[src/rtl/enemy_bullet_ctrl.sv]
`default_nettype none
// ============================================================================
// Module   : enemy_bullet_ctrl
// Purpose  : Single-bullet enemy projectile engine. Spawns a bullet under the
//            enemy column after a tick-based cooldown, moves it down one row
//            per game tick, and retires it when it is hit or leaves the field.
// Ports    : i_Clk, i_Rst (async, active-high)  - clock / reset
//            i_Enable                           - game running (low = pause)
//            i_Enemy_x[2:0]                     - enemy column, sampled at spawn
//            i_fCollision                       - collision flag (level)
//            Enemy_Bullet_x[2:0]                - bullet column (0 when parked)
//            Enemy_Bullet_y[4:0]                - bullet row    (0 when parked)
//            o_Bullet_Valid                     - bullet in flight
//            o_Tick                             - one-clock game tick strobe
//            o_Spawn / o_Expire / o_Hit         - one-clock event pulses
// Revision : 1.0 - initial release
// ============================================================================
module enemy_bullet_ctrl #(
    parameter int unsigned TICK_CNT    = 800_000,
    parameter int unsigned Y_START     = 1,
    parameter int unsigned Y_MAX       = 31,
    parameter int unsigned SPAWN_TICKS = 8
) (
    input  logic       i_Clk,
    input  logic       i_Rst,
    input  logic       i_Enable,
    input  logic [2:0] i_Enemy_x,
    input  logic       i_fCollision,
    output logic [2:0] Enemy_Bullet_x,
    output logic [4:0] Enemy_Bullet_y,
    output logic       o_Bullet_Valid,
    output logic       o_Tick,
    output logic       o_Spawn,
    output logic       o_Expire,
    output logic       o_Hit
);

    localparam logic [19:0] c_tick_max = 20'(TICK_CNT);
    localparam logic [4:0]  c_y_start  = 5'(Y_START);
    localparam logic [4:0]  c_y_max    = 5'(Y_MAX);
    localparam logic [7:0]  c_cooldown = 8'(SPAWN_TICKS);

    typedef enum logic [0:0] {
        ST_IDLE = 1'b0,
        ST_FLY  = 1'b1
    } state_t;

    logic [19:0] tick_cnt_q, tick_cnt_d;
    state_t      state_q,    state_d;
    logic [7:0]  cool_q,     cool_d;
    logic [2:0]  x_q,        x_d;
    logic [4:0]  y_q,        y_d;
    logic        valid_q,    valid_d;
    logic        spawn_q,    spawn_d;
    logic        expire_q,   expire_d;
    logic        hit_q,      hit_d;

    logic        w_tick;

    // Free-running tick divider; keeps counting while paused so the tick
    // stays phase-aligned with the collision stage.
    assign w_tick = (tick_cnt_q == c_tick_max);

    always_comb begin
        tick_cnt_d = w_tick ? 20'd0 : tick_cnt_q + 20'd1;

        state_d    = state_q;
        cool_d     = cool_q;
        x_d        = x_q;
        y_d        = y_q;
        valid_d    = valid_q;
        spawn_d    = 1'b0;
        expire_d   = 1'b0;
        hit_d      = 1'b0;

        if (w_tick && i_Enable) begin
            case (state_q)
                ST_IDLE: begin
                    if (cool_q != 8'd0) begin
                        cool_d = cool_q - 8'd1;
                    end else begin
                        x_d     = i_Enemy_x;
                        y_d     = c_y_start;
                        valid_d = 1'b1;
                        spawn_d = 1'b1;
                        state_d = ST_FLY;
                    end
                end
                ST_FLY: begin
                    // Collision outranks reaching the last row so a hit on
                    // the final row is still reported as a hit.
                    if (i_fCollision || (y_q == c_y_max)) begin
                        state_d  = ST_IDLE;
                        cool_d   = c_cooldown;
                        x_d      = 3'd0;
                        y_d      = 5'd0;
                        valid_d  = 1'b0;
                        expire_d = 1'b1;
                        hit_d    = i_fCollision;
                    end else begin
                        y_d = y_q + 5'd1;
                    end
                end
                default: begin
                    state_d = ST_IDLE;
                end
            endcase
        end
    end

    always_ff @(posedge i_Clk or posedge i_Rst) begin
        if (i_Rst) begin
            tick_cnt_q <= 20'd0;
            state_q    <= ST_IDLE;
            cool_q     <= c_cooldown;
            x_q        <= 3'd0;
            y_q        <= 5'd0;
            valid_q    <= 1'b0;
            spawn_q    <= 1'b0;
            expire_q   <= 1'b0;
            hit_q      <= 1'b0;
        end else begin
            tick_cnt_q <= tick_cnt_d;
            state_q    <= state_d;
            cool_q     <= cool_d;
            x_q        <= x_d;
            y_q        <= y_d;
            valid_q    <= valid_d;
            spawn_q    <= spawn_d;
            expire_q   <= expire_d;
            hit_q      <= hit_d;
        end
    end

    assign Enemy_Bullet_x = x_q;
    assign Enemy_Bullet_y = y_q;
    assign o_Bullet_Valid = valid_q;
    assign o_Tick         = w_tick;
    assign o_Spawn        = spawn_q;
    assign o_Expire       = expire_q;
    assign o_Hit          = hit_q;

endmodule
`default_nettype wire

[config.mk]
export PLATFORM = sky130hd
export DESIGN_NAME = enemy_bullet_ctrl
export DESIGN_NICKNAME = d
export VERILOG_FILES = /design/src/rtl/enemy_bullet_ctrl.sv
export SDC_FILE = /design/constraint.sdc
export NUM_CORES = 1
export LEC_CHECK = 0
export CAP_MARGIN = 25
export CORE_MARGIN = 1.5
export CORE_UTILIZATION = 35
export DETAILED_ROUTE_END_ITERATION = 10
export GPL_TIMING_DRIVEN = 0
export PLACE_DENSITY = 0.52
export SLEW_MARGIN = 5
export SYNTH_ARGS = -nofsm -noshare
export SYNTH_HDL_FRONTEND = slang
export SYNTH_SLANG_ARGS = --single-unit
[constraint.sdc]
create_clock -name i_Clk -period 2.22 [get_ports i_Clk]
set_input_delay 0.222 -clock i_Clk [delete_from_list [all_inputs] [get_ports i_Clk]]
set_output_delay 0.222 -clock i_Clk [all_outputs]
set_load 0.03 [all_outputs]
# Word-level counts from Yosys, hierarchy flattened
# Index checks and enable logic that the tools add are counted.
# totals
regBits	41
word_cells	48
output_inout_bits	13
input_bits	7
# classes
reduce_logical	6
n_bitwise	1
muxes	24
addsub	3
eq_ne	5
# op_table
operator	n
$add A20 B1 Y20 const B	1
$eq A20 B20 Y1 const B	1
$mux W20	1
$mux W8	2
$pmux W8 S2	1
$mux W1	12
$mux W5	2
$pmux W5 S2	1
$reduce_bool A8 Y1	1
$sub A8 B1 Y8 const B	1
$mux W3	2
$pmux W3 S2	1
$reduce_and A3 Y1	2
$add A5 B1 Y5 const B	1
$eq A5 B5 Y1 const B	1
$ne A2 B2 Y1 const B	2
$pmux W1 S2	2
$ne A2 B1 Y1 const B	1
$reduce_and A2 Y1	1
$logic_and A1 B1 Y1	1
$logic_or A1 B1 Y1	1
$not A1 Y1	1

# Logic depth before layout (Yosys ltp)
# depth
depth_word	5
mapped_depth	7
mapped_depth_nobuf	7

# Worst setup path before layout
# OpenSTA, ideal clock, no wires.
# synth_timing
kind	register to register
start	reg y_q[0], in the netlist Enemy_Bullet_y[0]
end	reg cool_q[2]
setup_ns	0.164
path_slack_ns	0.135
path_stages_with_launch	7
arrival_ns	1.921
required_time_ns	2.056
path_cell_list	dfrtp_1 ha_1 and3_1 ha_1 nor3b_2 nor4_1 a21boi_0
# synth_between
elab_chain_cells	4
# synth_lines
item	line_no	rtl
start, declared	52	logic [4:0] y_q, y_d;
start signal, assigned	127	y_q <= y_d;
$eq A5 B5 Y1	92	if (i_fCollision || (y_q == c_y_max)) begin
$logic_or A1 B1 Y1	92	
$ne A2 B1 Y1 (no source line)	-	
$reduce_and A3 Y1 (no source line)	-	
end signal, assigned	115	cool_q <= c_cooldown;
end signal, assigned	125	cool_q <= cool_d;
end, declared	50	logic [7:0] cool_q, cool_d;
# No other way between the ends.
# A chain may end at the register's enable or synchronous reset.

# Worst setup path in the final report
# layout_timing
start	reg tick_cnt_q[11]
end	out o_Tick
# layout_between
elab_chain_cells	1
# layout_lines
item	line_no	rtl
start, declared	48	logic [19:0] tick_cnt_q, tick_cnt_d;
start signal, assigned	123	tick_cnt_q <= tick_cnt_d;
$eq A20 B20 Y1	62	assign w_tick = (tick_cnt_q == c_tick_max);
end, declared	32	output logic o_Tick,
# No other way between the ends.

==> flow_metrics.py <==
metrics = {
    "floorplanning": {
        "die_w_um": 81.3,
        "fp.dieArea_um2": 6600,
        "floorplan.initialDensity_pct": 36.2,
        "die_height_um": 81.3,
        "fp-row-count": 28,
        "core_region_area_um2": 5920,
        "boundary_pin_count": 20,
    },
    "clock_tree": {
        "root_buffer": "sky130_fd_sc_hd__clkbuf_8",
        "clk_pin_slew_ps": 70,
        "cts_hold_repair.buffers": 0,
        "clk_latency_ps": 300,
        "cts_buffer_depth": 2,
        "numCtsBuffers": 5,
        "clock_tree_from_tritoncts": "yes",
        "ctsHtreeMaxLevel": 2,
        "tritoncts_num_sinks": 41,
    },
    "sta": {
        "max_slew_margin_pct": 61.5,
        "timing.final.max_slew_violations": 0,
        "clock.fmax_ghz": 0.473,
        "timing.final.ws_setup_ps": 107,
        "post-route-period-util_pct": 95.2,
        "hold_viol": 0,
        "post-route-min-period_ps": 2110,
        "finClkSkew_ps": 10.7,
        "slew_at_the_pin_closest_to_its_max_slew_limit_ps": 573,
        "final_number_of_setup_violating_endpoints": 0,
    },
    "detailed_routing": {
        "routed-via-count": 1664,
        "number_of_remaining_drc_errors": 0,
        "wl_per_cell_um": 15.6,
        "route.final.wire_length_um": 4880,
        "drtPass1Iterations": 4,
        "initialDrtViolationCount": 74,
        "routed_via_density": 5.33,
        "antenna_violating_nets_post_route": 0,
    },
    "placed_design": {
        "port-buffer-count": 19,
        "dpl.hpwl_um": 3350,
        "place_area_um2": 2450,
        "place_congestion": 0.801,
        "dp_slack_ps": -536,
        "placedCellCount": 303,
    },
    "layout": {
        "filler_cell_count_in_the_final_layout": 582,
        "antennaDiodeCount": 0,
        "multiInputGateArea_um2": 1110,
        "final_cell_count_no_fill": 312,
        "final_util_pct": 44.4,
        "post_route_cells_drive_above_1_share_pct": 14.8,
        "layout_overhead_on_the_synthesized_area_pct": 22.8,
        "seq_area_um2": 1030,
        "layout.nets": 249,
        "postLayoutCellArea_um2": 2630,
    },
    "yosys": {
        "synthesis.yosys.warnings": 0,
        "post_synthesis_sequential_element_count": 41,
        "yosys.area.top_type": "sky130_fd_sc_hd__dfrtp_1",
        "synth_ff_type": "sky130_fd_sc_hd__dfrtp_1",
        "synth-async-reset-ratio_pct": 100,
        "synth.distinct_cells": 50,
        "synth_enable_flop_cells": 0,
        "synth_common_cells": "sky130_fd_sc_hd__dfrtp_1 (40), sky130_fd_sc_hd__nor2_1 (17), sky130_fd_sc_hd__xnor2_1 (15), sky130_fd_sc_hd__nand3_1 (14), sky130_fd_sc_hd__inv_1 (13)",
        "synth_sequential_area_ratio_pct": 47.9,
        "synthesis.nets": 220,
        "post-synth-top-count-cell": "sky130_fd_sc_hd__dfrtp_1",
        "synth_largest_type_area_fraction_pct": 46.7,
        "synth_area_per_cell_um2": 10.3,
        "post_synth_instance_area_um2": 2140,
        "synth_area_leaders": "sky130_fd_sc_hd__dfrtp_1 (47%), sky130_fd_sc_hd__xnor2_1 (6.1%), sky130_fd_sc_hd__nand3_1 (3.3%), sky130_fd_sc_hd__nor2_1 (3.0%), sky130_fd_sc_hd__ha_1 (2.9%)",
        "syn_inst": 208,
    },
    "power": {
        "cellPowerDensity_nw_per_um2": 489,
        "ir_drop_mv": 0.282,
        "leakage_uw": 0.00108,
    },
    "outcome": {
        "run_status": "completed",
    },
    "global_routing": {
        "grt_start_max_net_pins": 28,
        "gr-usage-all-layers_pct": 16.4,
        "number_of_antenna_violations_at_the_first_check_in_global_routing": 0,
        "grt_first_pass_wirelength_um": 8160,
        "grt.overflow.total": 0,
        "first_global_vias": 1679,
    },
    "worst_setup_path": {
        "path_max_fanout": 10,
        "arrival_worst_endpoint_ps": 1890,
        "cp-end-kind": "output pin",
        "critPathKind": "flip-flop to output pin",
        "worst_ep_required_time_ps": 2000,
        "cp-start-kind": "flip-flop",
    },
    "worst_hold_path": {
        "hold_path_class": "input pin to async pin",
    },
    "flow_run": {
        "maxCapViolCount": 0,
    },
}
-- cell families (layout without fill, tap and decap cells) --
logic type / after synthesis / count (layout) / share of synthesized area [%]
AO/OA/AOI/OAI: 35 / 35 / 11.9
AND/OR/NAND/NOR: 88 / 88 / 25.0
flip-flops: 41 / 41 / 47.9
buffers and inverters: 19 / 48 / 3.85
multiplexers: 4 / 4 / 1.87
adder cells (fa/ha/maj): 5 / 5 / 2.92
XOR/XNOR: 16 / 16 / 6.54
-- flip-flops by register name, summed over array words and instances (netlist names) --
register        count
o_Spawn             1
o_Hit               1
Enemy_Bullet_x      3
tick_cnt_q         20
o_Expire            1
state_q             1
o_Bullet_Valid      1
cool_q              8
Enemy_Bullet_y      5
-- cells in the final DEF, fill, tap and decap left out, types with 2 or more instances in the layout --
cell type | Yosys | layout
sky130_fd_sc_hd__nor3_1 | 7 | 7
sky130_fd_sc_hd__nor4b_1 | 4 | 2
sky130_fd_sc_hd__and3_1 | 4 | 4
sky130_fd_sc_hd__o41ai_1 | 6 | 6
sky130_fd_sc_hd__inv_1 | 13 | 12
sky130_fd_sc_hd__and4_1 | 2 | 2
sky130_fd_sc_hd__clkdlybuf4s50_1 | 0 | 18
sky130_fd_sc_hd__buf_4 | 0 | 3
sky130_fd_sc_hd__nor4b_4 | 1 | 4
sky130_fd_sc_hd__or3_1 | 2 | 2
sky130_fd_sc_hd__nand3_1 | 14 | 14
sky130_fd_sc_hd__nand2_1 | 9 | 9
sky130_fd_sc_hd__dfrtp_1 | 40 | 37
sky130_fd_sc_hd__a22o_1 | 4 | 4
sky130_fd_sc_hd__clkbuf_8 | 0 | 6
sky130_fd_sc_hd__o31ai_1 | 2 | 2
sky130_fd_sc_hd__ha_1 | 5 | 4
sky130_fd_sc_hd__dfrtp_2 | 0 | 3
sky130_fd_sc_hd__a21oi_1 | 3 | 3
sky130_fd_sc_hd__nand4_1 | 6 | 6
sky130_fd_sc_hd__a31oi_1 | 4 | 4
sky130_fd_sc_hd__mux2i_1 | 4 | 4
sky130_fd_sc_hd__clkbuf_1 | 2 | 3
sky130_fd_sc_hd__xnor2_1 | 15 | 15
sky130_fd_sc_hd__nor2b_1 | 3 | 3
sky130_fd_sc_hd__and3_2 | 2 | 2
sky130_fd_sc_hd__and4b_1 | 2 | 2
sky130_fd_sc_hd__o21ai_0 | 7 | 7
sky130_fd_sc_hd__nor4_1 | 5 | 3
sky130_fd_sc_hd__nor2_1 | 17 | 16
-- per-stage QoR --
stage	total power [uW]	hold WS, ps	setup TNS, ps
detailed placement	795	474	-928
global placement	790	466	-1030
global route	1330	247	-16.9
CTS	1300	215	0
finish	1290	206	0
floorplan	773	355	0
-- layer usage --
| layer | routed length, um | GRT usage [%] |
|---|---|---|
| met1 | 2340 | 21.1 |
| met2 | 2360 | 26.8 |
| met3 | 89 | 3.03 |
| met4 | 89 | 7.41 |
| met5 | 0 | 0 |
-- power breakdown --
group,internal [uW],total [uW],switching [uW]
Clock,247,507,260
Combinational,13.4,32.4,19.0
Sequential,746,746,0
-- critical path: stages (launching register included) --
cell and delay [ps]:
sky130_fd_sc_hd__dfrtp_1 460, sky130_fd_sc_hd__nor4b_4 320, sky130_fd_sc_hd__nand4_1 170, sky130_fd_sc_hd__buf_4 220, sky130_fd_sc_hd__nor2_4 120, sky130_fd_sc_hd__clkdlybuf4s18_2 310
-- path summary, 6_finish.rpt --
path	slack, ps	end	depth (start not counted)	from
max	110	o_Tick	5	tick_cnt_q[11]
min	210	tick_cnt_q[4]	2	i_Rst
max reg2reg	110	Enemy_Bullet_x[0]	6	Enemy_Bullet_y[0]
min reg2reg	490	o_Bullet_Valid	1	o_Bullet_Valid
max in group asynchronous	1490	cool_q[3]	3	i_Rst
min in group i_Clk	490	o_Bullet_Valid	1	o_Bullet_Valid
-- layout make-up --
type | count | area share (%)
inverters | 13 | 1.85
well taps | 75 | 3.57
clock buffers | 7 | 3.28
flip-flops and latches | 41 | 39.2
multi-input cells | 148 | 42.2
plain buffers | 6 | 1.38
repair buffers | 22 | 8.56
-- what timing repair did --
action | 4_1_cts | 5_1_grt
pin swaps | 1 | 1
gates resized for setup | 10 | 11
setup endpoints to repair | 7 | 5
setup buffers | 1 | 1
No activity file was read; power rests on OpenSTA's default activity.
